`src/rtl/jk_bank_sequencer_if.sv`:
```
// Command channel for jk_bank_sequencer: valid/ready handshake carrying op, data and step count.
interface jk_bank_sequencer_if #(
    parameter int WIDTH = 4,
    parameter int CNT_W = 8
);
    logic             cmd_valid;
    logic             cmd_ready;
    logic [2:0]       cmd_op;
    logic [WIDTH-1:0] cmd_data;
    logic [CNT_W-1:0] cmd_steps;

    modport master (
        output cmd_valid, cmd_op, cmd_data, cmd_steps,
        input  cmd_ready
    );

    modport slave (
        input  cmd_valid, cmd_op, cmd_data, cmd_steps,
        output cmd_ready
    );
endinterface

```
`src/rtl/jk_bank_sequencer.sv`:
```
// JK bank sequencer: single ops update q one edge after accept, counts take S edges; done pulses after.
// Ready only in IDLE (never queues). Define JK_SEQ_DOWN_EN to build DOWN counting (else op 6 acts as NOP).
module jk_bank_sequencer #(
    parameter int WIDTH = 4,
    parameter int CNT_W = 8
) (
    input  logic               clk,
    input  logic               rst,
    jk_bank_sequencer_if.slave cmd,
    output logic [WIDTH-1:0]   j_out,
    output logic [WIDTH-1:0]   k_out,
    output logic [WIDTH-1:0]   q,
    output logic               busy,
    output logic               done
);
    localparam logic [1:0] S_IDLE  = 2'd0;
    localparam logic [1:0] S_APPLY = 2'd1;
    localparam logic [1:0] S_COUNT = 2'd2;
    localparam logic [1:0] S_DONE  = 2'd3;

    localparam logic [2:0] OP_CLEAR  = 3'd1;
    localparam logic [2:0] OP_SET    = 3'd2;
    localparam logic [2:0] OP_LOAD   = 3'd3;
    localparam logic [2:0] OP_TOGGLE = 3'd4;
    localparam logic [2:0] OP_UP     = 3'd5;
    localparam logic [2:0] OP_DOWN   = 3'd6;

    logic [1:0]       state;
    logic [2:0]       op_r;
    logic [WIDTH-1:0] data_r;
    logic [CNT_W-1:0] steps_r;
    logic             is_apply_op;
    logic             is_count_op;

    // Bit i toggles when all lower bits are 1 (up) or all are 0 (down).
    function automatic logic [WIDTH-1:0] carry_mask(input logic [WIDTH-1:0] bits);
        logic [WIDTH-1:0] m;
        m[0] = 1'b1;
        for (int i = 1; i < WIDTH; i++) begin
            m[i] = m[i-1] & bits[i-1];
        end
        return m;
    endfunction

    always_comb begin
        is_apply_op = (cmd.cmd_op >= OP_CLEAR) && (cmd.cmd_op <= OP_TOGGLE);
`ifdef JK_SEQ_DOWN_EN
        is_count_op = (cmd.cmd_op == OP_UP) || (cmd.cmd_op == OP_DOWN);
`else
        is_count_op = (cmd.cmd_op == OP_UP);
`endif
    end

    always_ff @(posedge clk) begin
        if (rst) begin
            state   <= S_IDLE;
            op_r    <= '0;
            data_r  <= '0;
            steps_r <= '0;
        end else begin
            case (state)
                S_IDLE: begin
                    if (cmd.cmd_valid) begin
                        op_r    <= cmd.cmd_op;
                        data_r  <= cmd.cmd_data;
                        steps_r <= cmd.cmd_steps;
                        if (is_apply_op)
                            state <= S_APPLY;
                        else if (is_count_op && (cmd.cmd_steps != '0))
                            state <= S_COUNT;
                        else
                            state <= S_DONE;
                    end
                end
                S_APPLY: state <= S_DONE;
                S_COUNT: begin
                    steps_r <= steps_r - CNT_W'(1);
                    if (steps_r <= CNT_W'(1))
                        state <= S_DONE;
                end
                default: state <= S_IDLE;
            endcase
        end
    end

    always_comb begin
        j_out = '0;
        k_out = '0;
        if (state == S_APPLY) begin
            case (op_r)
                OP_CLEAR:  k_out = '1;
                OP_SET:    j_out = '1;
                OP_LOAD: begin
                    j_out = data_r;
                    k_out = ~data_r;
                end
                OP_TOGGLE: begin
                    j_out = data_r;
                    k_out = data_r;
                end
                default: ;
            endcase
        end else if (state == S_COUNT) begin
            if (op_r == OP_UP) begin
                j_out = carry_mask(q);
                k_out = carry_mask(q);
            end
`ifdef JK_SEQ_DOWN_EN
            else if (op_r == OP_DOWN) begin
                j_out = carry_mask(~q);
                k_out = carry_mask(~q);
            end
`endif
        end
    end

    always_ff @(posedge clk) begin
        if (rst)
            q <= '0;
        else
            q <= (j_out & ~q) | (~k_out & q);
    end

    assign cmd.cmd_ready = (state == S_IDLE) && !rst;
    assign busy          = (state != S_IDLE);
    assign done          = (state == S_DONE);
endmodule

```
`src/flat_wrapper.sv`:
```
// flat-port wrapper written by rule: the top's interface ports become plain ports
module jk_bank_sequencer_flat 
#(
    parameter int WIDTH = 4,
    parameter int CNT_W = 8
)
  (clk, rst, j_out, k_out, q, busy, done, cmd_cmd_valid, cmd_cmd_op, cmd_cmd_data, cmd_cmd_steps, cmd_cmd_ready);
  jk_bank_sequencer_if #(.WIDTH(WIDTH), .CNT_W(CNT_W)) cmd_i ();
  input  logic clk;
  input  logic rst;
  output logic [WIDTH-1:0] j_out;
  output logic [WIDTH-1:0] k_out;
  output logic [WIDTH-1:0] q;
  output logic busy;
  output logic done;
  input wire logic [$bits(cmd_i.cmd_valid)-1:0] cmd_cmd_valid;
  input wire logic [$bits(cmd_i.cmd_op)-1:0] cmd_cmd_op;
  input wire logic [$bits(cmd_i.cmd_data)-1:0] cmd_cmd_data;
  input wire logic [$bits(cmd_i.cmd_steps)-1:0] cmd_cmd_steps;
  output wire logic [$bits(cmd_i.cmd_ready)-1:0] cmd_cmd_ready;
  assign cmd_i.cmd_valid = cmd_cmd_valid;
  assign cmd_i.cmd_op = cmd_cmd_op;
  assign cmd_i.cmd_data = cmd_cmd_data;
  assign cmd_i.cmd_steps = cmd_cmd_steps;
  assign cmd_cmd_ready = cmd_i.cmd_ready;
  jk_bank_sequencer #(.WIDTH(WIDTH), .CNT_W(CNT_W)) u_core (.clk(clk), .rst(rst), .cmd(cmd_i), .j_out(j_out), .k_out(k_out), .q(q), .busy(busy), .done(done));
endmodule
```
`config.mk`:
```
export PLATFORM = sky130hd
export DESIGN_NAME = jk_bank_sequencer_flat
export DESIGN_NICKNAME = d
export VERILOG_FILES = /design/src/rtl/jk_bank_sequencer_if.sv /design/src/rtl/jk_bank_sequencer.sv /design/src/flat_wrapper.sv
export SDC_FILE = /design/constraint.sdc
export NUM_CORES = 1
export LEC_CHECK = 0
export ABC_AREA = 1
export CORE_ASPECT_RATIO = 1.75
export CORE_MARGIN = 1
export CORE_UTILIZATION = 47
export CTS_BUF_LIST = sky130_fd_sc_hd__clkbuf_2 sky130_fd_sc_hd__clkbuf_4 sky130_fd_sc_hd__clkbuf_8
export DETAILED_ROUTE_END_ITERATION = 10
export MAX_ROUTING_LAYER = met4
export PLACE_DENSITY = 0.79
export SLEW_MARGIN = 10
export SYNTH_ARGS = -nofsm -noshare
export SYNTH_HDL_FRONTEND = slang
export SYNTH_SLANG_ARGS = --single-unit
```
`constraint.sdc`:
```
create_clock -name clk -period 1.85 [get_ports clk]
set_input_delay 0.555 -clock clk [delete_from_list [all_inputs] [get_ports clk]]
set_output_delay 0.555 -clock clk [all_outputs]
set_load 0.05 [all_outputs]
```
==> results.ini, run 1 <==
[status]
outcome = finished with violations
violations = design-rule violations, negative setup slack

[floorplanning]
rows = 26
dieArea_um2 = 3265
initial_core_util_pct = 49.22
die_w_um = 43.63
die_y_um = 74.85
io_pins = 33
core_um2 = 2895

[route]
detail-route-antenna-nets = 0
dr.pass1.iters = 7
route.met2.wl_um = 2123
vias = 1634
top_layer_used = met4
viasPerCell = 5.375
drt_iter0_drc = 54
wl_per_cell_um = 12.19
wirelength_um = 3707
route.met3.wl_um = 132
drt-met1-wl_um = 1333
drc = 5

[logic_synthesis]
synthCells = 231
syn_nets = 255
yosys_warnings = 0
syn_area_per_cell_um2 = 6.169
ys_types = 24
synthArstFlopShare_pct = 0
syn_area_um2 = 1425
yosysSeqAreaShare_pct = 29.50
synth_edf_count = 0
synth_seq_cells = 21
synth_flop_cell = dfxtp_1

[clock_tree]
cts_buffer_depth = 2
cts_tree = yes
clk_latency_ps = 260
hold_buffers = 0
cts_max_level = 1
cts-root-buf = clkbuf_8
cts_made_buffers = 3
post-cts-setup-buffer-count = 0
path_clk_slew_ps = 80
cts.sinks = 21

[worst_setup_path]
critPathKind = flip-flop to output pin
cp_max_fo = 3
arrival_ps = 1590
cp-start-kind = flip-flop
cp.required_ps = 1290
crit_path_end_kind = output pin

[layout]
n_antenna_cell = 0
drive_above_1_share_pct = 24.64
finalNetCount = 301
final_area_um2 = 2113
utilization_pct = 72.99
instances_no_fill = 304
area_growth_syn_to_layout_pct = 48.29

[sta]
whs_ps = 467.4
timing.final.ws_setup_ps = -296.8
finClkSkew_ps = 4.419
max_freq_ghz = 0.4658
slew_headroom_pct = 79.88
setup_viol = 8
drv_slew = 0
rsz0062_at_grt = true
hold_viol_final = 0
finalCritPeriodShare_pct = 116.0
layout_min_cycle_time_ps = 2147
worst_pin_slew_ps = 301.4

[placement]
placed_cell_area_um2 = 2041
globalplace.congestion = 0.9214
place_inst = 300
place_hpwl_um = 2916
port_buffers = 32

[global_route]
antenna_found_initial = 0
grt_pass1_vias = 1586
grt-ovfl-total = 0
grt_pass1_wl_um = 6375
grt_max_degree = 15
grt_use_total_pct = 26.25

[job]
max-cap-violations = 0

[pwr]
irDropWorstVdd_mv = 1.098
pwr_density_cell_nw_per_um2 = 1342
leakage_uw = 0.0009912

[hold_path]
hp-class = flip-flop to flip-flop

metal layers:
metal / GRT usage, % / up-vias
li1: - / 826
met2: 49.75 / 55
met1: 24.96 / 738
met3: 2.398 / 15
met5: - / -
met4: 14.58 / 0
state kept, by name (all words and copies together), names as in the netlist:
| signal | count |
|---|---|
| u_core.q | 4 |
| u_core.op_r | 3 |
| u_core.steps_r | 8 |
| u_core.data_r | 4 |
| u_core.state | 2 |
per-stage QoR:
step                setup WS (ps)  setup TNS [ps]  power (uW)
floorplan                  -53.29          -235.8        1843
global placement           -16.32          -32.33        2441
detailed placement         -34.57          -135.5        2464
CTS                        -264.2           -1925        2831
global route               -356.3           -2634        3056
finish                     -296.8           -2146        2836
report_power, final:
part	internal, uW	total (uW)	leakage, uW	switching [uW]
combinational	724	1810	0.000791	1080
sequential	585	705	0.000174	120
clock	168	325	0.0000262	157
placed cells by master (no fill, tap or decap), drive strengths merged, types with 4 or more instances in the layout:
master / Yosys / final
a21oi: 23 / 23
buf: 3 / 29
clkbuf: 2 / 4
clkdlybuf4s50: 0 / 16
dfxtp: 21 / 21
ha: 6 / 6
inv: 37 / 37
nand2: 60 / 60
nand3: 16 / 16
nand4: 4 / 4
nor2: 30 / 30
o21ai: 25 / 25
final timing paths:
path	from	to	slack (ps)	cells after the start
setup / recovery	u_core.state[0]	k_out[2]	-300	10
hold / removal	u_core.steps_r[7]	u_core.steps_r[7]	470	2
setup reg to reg	u_core.state[0]	u_core.steps_r[5]	190	8
hold reg to reg	u_core.steps_r[7]	u_core.steps_r[7]	470	2
synth_stat cells (2+ instances only):
master    instances  area [um^2]
nand2_1          58        217.7
clkbuf_1          2        7.510
nand3_2           2        20.02
dfxtp_1          21        420.4
o21ai_1           5        25.02
nor2_1           28        105.1
nand4_1           3        18.77
ha_1              6        75.07
nor2_4            2        22.52
inv_2             4        15.01
nand3_1          14        70.07
a21oi_1          23        115.1
inv_1            33        123.9
buf_4             2        15.01
o21ai_0          19        95.09
cells by family after synthesis:
logic type,synth area share (%)
AND/OR/NAND/NOR,34.86
flip-flops,29.50
adder cells (fa/ha/maj),5.268
buffers and inverters,11.68
AO/OA/AOI/OAI,18.70
area by class of cell:
cell class,count,area [um^2]
Multi-Input combinational cell,168,894.6
Sequential cell,21,424.2
Clock buffer,4,48.80
Tap cell,28,35.03
Timing Repair Buffer,46,569.3
Inverter,37,141.4
Fill cell,241,782.0
worst max-delay path: stages, from the launching register on:
cell and delay (ps):
dfxtp_2 350, buf_6 120, ha_4 150, inv_2 40, nand3_2 70, nor2_4 170, nand2_4 90, nor2_4 110
a21oi_2 60, inv_4 60, buf_12 120
repair_timing:
| item | 4_1_cts | 5_1_grt |
|---|---|---|
| setup endpoints to repair | 10 | 9 |
| pin swaps | 2 | 1 |
| cloned | 0 | 0 |
| resized for setup | 8 | 4 |
(Power assumes the default switching activity.)
==> inputs of run 2 (changes only) <==
--- a/config.mk
+++ b/config.mk
@@ -11,6 +11,7 @@
 export CORE_UTILIZATION = 47
 export CTS_BUF_LIST = sky130_fd_sc_hd__clkbuf_2 sky130_fd_sc_hd__clkbuf_4 sky130_fd_sc_hd__clkbuf_8
 export DETAILED_ROUTE_END_ITERATION = 10
+export GPL_TIMING_DRIVEN = 0
 export MAX_ROUTING_LAYER = met4
 export PLACE_DENSITY = 0.79
 export SLEW_MARGIN = 10
==> results.ini, run 2 (synthesis results as in run 1) <==
[global_route]
grt_use_total_pct = 24.14  ; -2.1 points
grt_pass1_wl_um = 5892  ; -7.6%
grt-ovfl-total = 0  ; unchanged
grt_max_degree = 12  ; -3
antenna_found_initial = 0  ; unchanged
grt_pass1_vias = 1564  ; -1.4%

[placement]
dpl_worst_slack_ps = -798.0  ; -763.4 ps
port_buffers = 31  ; -3.1%
place_hpwl_um = 2596  ; -11%
placed_cell_area_um2 = 1819  ; -11%
place_inst = 290  ; -3.3%
globalplace.congestion = 0.8736  ; -5.2%

[sta]
slew_headroom_pct = 64.52  ; -15 points
layout_min_cycle_time_ps = 2142  ; -4.643 ps
timing.final.ws_setup_ps = -292.1  ; +4.643 ps
whs_ps = 465.8  ; -1.626 ps
max_freq_ghz = 0.4668  ; +0.22%
rsz0062_at_grt = true
hold_viol_final = 0  ; unchanged
finalCritPeriodShare_pct = 115.8  ; -0.25 points
worst_pin_slew_ps = 532.2  ; +230.9 ps
setup_viol = 8  ; unchanged
finClkSkew_ps = 1.684  ; -2.735 ps
drv_slew = 0  ; unchanged

[layout]
final_common_cell = nand2_1
finalNetCount = 303  ; +0.66%
largest_reg_flops = 8  ; unchanged
top_register = u_core.steps_r
final_area_um2 = 2056  ; -2.7%
instances_no_fill = 306  ; +0.66%
n_antenna_cell = 0  ; unchanged
drive_above_1_share_pct = 24.82  ; +0.18 points
fillCellCount = 250  ; +3.7%
largestRegisters = u_core.steps_r: 8 flops, u_core.data_r: 4 flops, u_core.q: 4 flops
area_growth_syn_to_layout_pct = 44.25
final_cell_mix = nand2_1 (52), nor2_1 (27), inv_1 (23)

[route]
wl_per_cell_um = 11.92  ; -2.3%
viasPerCell = 5.265  ; -2.1%
drc = 3  ; -2
vias = 1611  ; -1.4%
drt_iter0_drc = 52  ; -3.7%
wirelength_um = 3647  ; -1.6%
detail-route-antenna-nets = 0  ; unchanged
dr.pass1.iters = 7  ; unchanged

[pwr]
pwr_density_cell_nw_per_um2 = 1361  ; +1.4%
leakage_uw = 0.0009815  ; -0.98%
totalPowerFinal_uw = 2798  ; -1.3%
irDropWorstVdd_mv = 1.068  ; -2.7%

[clock_tree]
path_clk_slew_ps = 80  ; about the same
cts.sinks = 21  ; unchanged
cts_made_buffers = 3  ; unchanged
cts_tree = yes
cts_max_level = 1  ; unchanged
clk_latency_ps = 260  ; about the same
cts_buffer_depth = 2  ; unchanged
cts-root-buf = clkbuf_8

[worst_setup_path]
arrival_ps = 1590  ; about the same
cp-start-kind = flip-flop
startpoint = u_core.state[0]
path_buf_inv = 3  ; -1
cp_cell_sequence = inv_4 -> ha_4 -> nand3_2 -> nor2_4 -> nand2_4 -> nor2_4 -> a21oi_2 -> inv_4 -> buf_8
slowest_delay_ps = 370  ; +20 ps
crit_path_end_kind = output pin
reg2reg_from = u_core.state[1]
crit_family = simple AND/OR/NAND/NOR gates
critPathKind = flip-flop to output pin
critPathSlowestCell = dfxtp_4
cp_max_fo = 4  ; +1
cp.required_ps = 1290  ; about the same

[floorplanning]
die_w_um = 43.63  ; unchanged
rows = 26  ; unchanged
initial_core_util_pct = 49.22  ; unchanged
io_pins = 33  ; unchanged
die_y_um = 74.85  ; unchanged
core_um2 = 2895  ; unchanged
dieArea_um2 = 3265  ; unchanged

[status]
outcome = finished with violations
violations = design-rule violations, negative setup slack

[hold_path]
hp-class = flip-flop to flip-flop
min-delay-start = u_core.steps_r[7]

[job]
max-cap-violations = 0  ; unchanged

-- run 2: worst min-delay path: cells and delay by family, from the launching register on --
kind	cells	cell delay [ps]
DFF	1	310
AOI/OAI and AO/OA	1	50
and+or+nand+nor	1	60
-- run 2: cell type report --
cell class | count | area [um^2] | area share (%)
multi-input combinational | 168 | 923.4 | 44.92
timing repair buffer | 44 | 449.2 | 21.85
sequential | 21 | 430.4 | 20.94
inverter | 37 | 148.9 | 7.243
clock buffer | 4 | 48.80 | 2.374
tap | 28 | 35.03 | 1.704
buffer | 4 | 20.02 | 0.9738
-- run 2: final timing paths --
| path | endpoint | cells after the start | slack (ps) |
|---|---|---|---|
| max reg2reg | u_core.steps_r[5] | 8 | 190 |
| min reg2reg | u_core.steps_r[7] | 2 | 470 |
| max | k_out[2] | 9 | -290 |
| min | u_core.steps_r[7] | 2 | 470 |
-- run 2: where the power goes --
part           switching, uW  total (uW)  internal (uW)
logic                   1070        1750            675
registers                132         727            595
clock network            154         323            168
-- run 2: through the flow --
stage | util, % | TNS [ps]
5_1_grt | 71.00 | -2421
4_1_cts | 68.54 | -1796
3_5_place_dp | 62.83 | -6696
3_3_place_gp | 62.83 | -6676
2_1_floorplan | - | -235.8
6_report | 71.00 | -1941
-- run 2: routing by layer --
| layer | vias to the layer above | track usage, % | part of all wire, % |
|---|---|---|---|
| met3 | 8 | 2.398 | 2.9 |
| met5 | - | - | 0 |
| met4 | 0 | 11.46 | 1.8 |
| met2 | 41 | 49.75 | 59 |
| li1 | 835 | - | - |
| met1 | 727 | 20.09 | 37 |
-- run 2: timing repair --
item                                    in CTS  in global routing
endpoints found under the hold margin        0                  0
buffers inserted                             7                  6
pin swaps                                    6                  0
hold buffers                                 0                  0
gates resized for setup                    103                  7
endpoints found under the setup margin      15                 11
==> inputs of run 3 (changes only) <==
--- a/config.mk
+++ b/config.mk
@@ -14,6 +14,7 @@
 export GPL_TIMING_DRIVEN = 0
 export MAX_ROUTING_LAYER = met4
 export PLACE_DENSITY = 0.79
+export SETUP_SLACK_MARGIN = 0.3
 export SLEW_MARGIN = 10
 export SYNTH_ARGS = -nofsm -noshare
 export SYNTH_HDL_FRONTEND = slang
==> results.ini, run 3 (synthesis results as in run 1) <==
[status]
outcome = finished with violations
violations = design-rule violations, negative setup slack

[clock_tree]
cts_tree = yes
cts_max_level = 1  ; unchanged
cts_made_buffers = 3  ; unchanged
path_clk_slew_ps = 80  ; about the same
cts.sinks = 21  ; unchanged
cts-root-buf = clkbuf_8
clk_latency_ps = 270  ; about the same
cts_buffer_depth = 2  ; unchanged

[floorplanning]
io_pins = 33  ; unchanged
dieArea_um2 = 3265  ; unchanged
core_um2 = 2895  ; unchanged
rows = 26  ; unchanged
die_y_um = 74.85  ; unchanged
initial_core_util_pct = 49.22  ; unchanged
die_w_um = 43.63  ; unchanged

[sta]
finClkSkew_ps = 4.968  ; +3.284 ps
finalSetupTns_ps = -2999  ; -1058 ps
worst_pin_slew_ps = 312.2  ; -220.0 ps
slew_headroom_pct = 79.04  ; +15 points
setup_viol = 8  ; unchanged
finalCritPeriodShare_pct = 122.8  ; +7.0 points
drv_slew = 0  ; unchanged
rsz0062_at_grt = true
hold_viol_final = 0  ; unchanged
layout_min_cycle_time_ps = 2272  ; +130.0 ps
timing.final.ws_setup_ps = -422.2  ; -130.0 ps
max_freq_ghz = 0.4401  ; -5.7%

[global_route]
grt_use_total_pct = 25.66  ; +1.5 points
antenna_found_initial = 0  ; unchanged
use_met3_pct = 2.638  ; +0.24 points
grt-ovfl-total = 0  ; unchanged
gr-usage-met2_pct = 48.76  ; -1.0 points
grt_pass1_wl_um = 6141  ; +4.2%
grt_pass1_vias = 1576  ; +0.77%
grtUsageMet1_pct = 22.93  ; +2.8 points
grt_max_degree = 12  ; unchanged
top_usage_layer = met2

[layout]
n_antenna_cell = 0  ; unchanged
utilization_pct = 79.56  ; +8.6 points
finalNetCount = 313  ; +3.3%
final_common_cell = nand2_1
fillCellCount = 223  ; -11%
regArea_um2 = 425.4  ; -1.2%
largestRegisters = u_core.steps_r: 8 flops, u_core.data_r: 4 flops, u_core.q: 4 flops
final_cell_mix = nand2_1 (53), inv_1 (23), nor2_1 (23)
top_register = u_core.steps_r
largest_reg_flops = 8  ; unchanged
drive_above_1_share_pct = 36.11  ; +11 points
multi_input_area_um2 = 1031  ; +12%
area_growth_syn_to_layout_pct = 61.63

[worst_setup_path]
cp-start-kind = flip-flop
cp.required_ps = 1290  ; about the same
crit_path_end_kind = output pin
critPathKind = flip-flop to output pin
cp_max_fo = 3  ; -1
arrival_ps = 1720  ; +130 ps
r2r_cells = 14  ; +6

[route]
detail-route-antenna-nets = 0  ; unchanged
vias = 1694  ; +5.2%
viasPerCell = 5.361  ; +1.8%
drt_iter0_drc = 44  ; -15%
dr.pass1.iters = 7  ; unchanged
wirelength_um = 4317  ; +18%
drc = 4  ; +1
wl_per_cell_um = 13.66  ; +15%

[hold_path]
hp-class = flip-flop to flip-flop
min_path_cells = 2  ; unchanged

[job]
max-cap-violations = 0  ; unchanged

[placement]
place_hpwl_um = 2732  ; +5.2%
globalplace.congestion = 0.8959  ; +2.6%
port_buffers = 31  ; unchanged

[pwr]
pwr_density_cell_nw_per_um2 = 1417  ; +4.1%
leakage_uw = 0.001097  ; +12%
irDropWorstVdd_mv = 1.275  ; +19%

run 3: changes by cell type in the layout (fill, tap and decap cells not counted), sizes merged:
| cell | change |
|---|---|
| dlymetal6s2s | +3 |
| buf | +13 |
| clkdlybuf4s15 | -1 |
| inv | -1 |
| clkinv | +1 |
| dlygate4sd2 | -3 |
| clkdlybuf4s50 | -3 |
| clkbuf | +1 |
run 3: layer usage:
| metal | wire [um] | up-vias |
|---|---|---|
| li1 | - | 854 |
| met1 | 1469 | 781 |
| met2 | 2598 | 48 |
| met3 | 127 | 11 |
| met4 | 122 | 0 |
| met5 | 0 | - |
run 3: final timing paths:
path	from	endpoint	slack, ps
max	u_core.state[1]	j_out[0]	-420
min	u_core.steps_r[7]	u_core.steps_r[7]	470
max reg2reg	u_core.state[1]	u_core.q[2]	150
min reg2reg	u_core.steps_r[7]	u_core.steps_r[7]	470
run 3: critical path, cell delays in order (launching register included):
cell and delay, ps:
dfxtp_2 360, inv_2 50, ha_4 150, buf_8 110, inv_2 40, nand3_2 70
nor2_4 170, buf_4 140, buf_4 90, inv_1 60, nand2_4 60, buf_8 140
run 3: stage by stage:
step           hold slack [ps]  std cells  worst slack, ps  area, um^2  total power (uW)
6_report                 474.2        316           -422.2        2303              3263
5_1_grt                  498.2        316           -481.4        2303              3472
4_1_cts                  467.9        302           -374.8        2021              2728
3_5_place_dp             456.5        290           -811.8        1834              2230
3_3_place_gp             454.0        290           -797.2        1834              2208
2_1_floorplan            443.3        231           -43.14        1489              1851
run 3: final cells by class:
cell class	instances	area share, %
buffer	5	2.064
clock buffer	4	2.118
inverter	37	6.573
multi-input combinational	168	44.76
sequential	21	18.47
tap	28	1.521
timing repair buffer	53	24.50
run 3: where the power goes:
| group | leakage (uW) | internal, uW | switching [uW] | total [uW] |
|---|---|---|---|---|
| combinational | 0.000896 | 935 | 1280 | 2210 |
| clock | 0.0000262 | 168 | 160 | 328 |
| sequential | 0.000174 | 586 | 138 | 724 |
run 3: timing repair:
action                                  in CTS  in global routing
endpoints found under the hold margin        0                  0
hold buffers                                 0                  0
gates resized for setup                    117                 68
buffers inserted                             8                 14
pin swaps                                    3                 14
endpoints found under the setup margin      31                 28
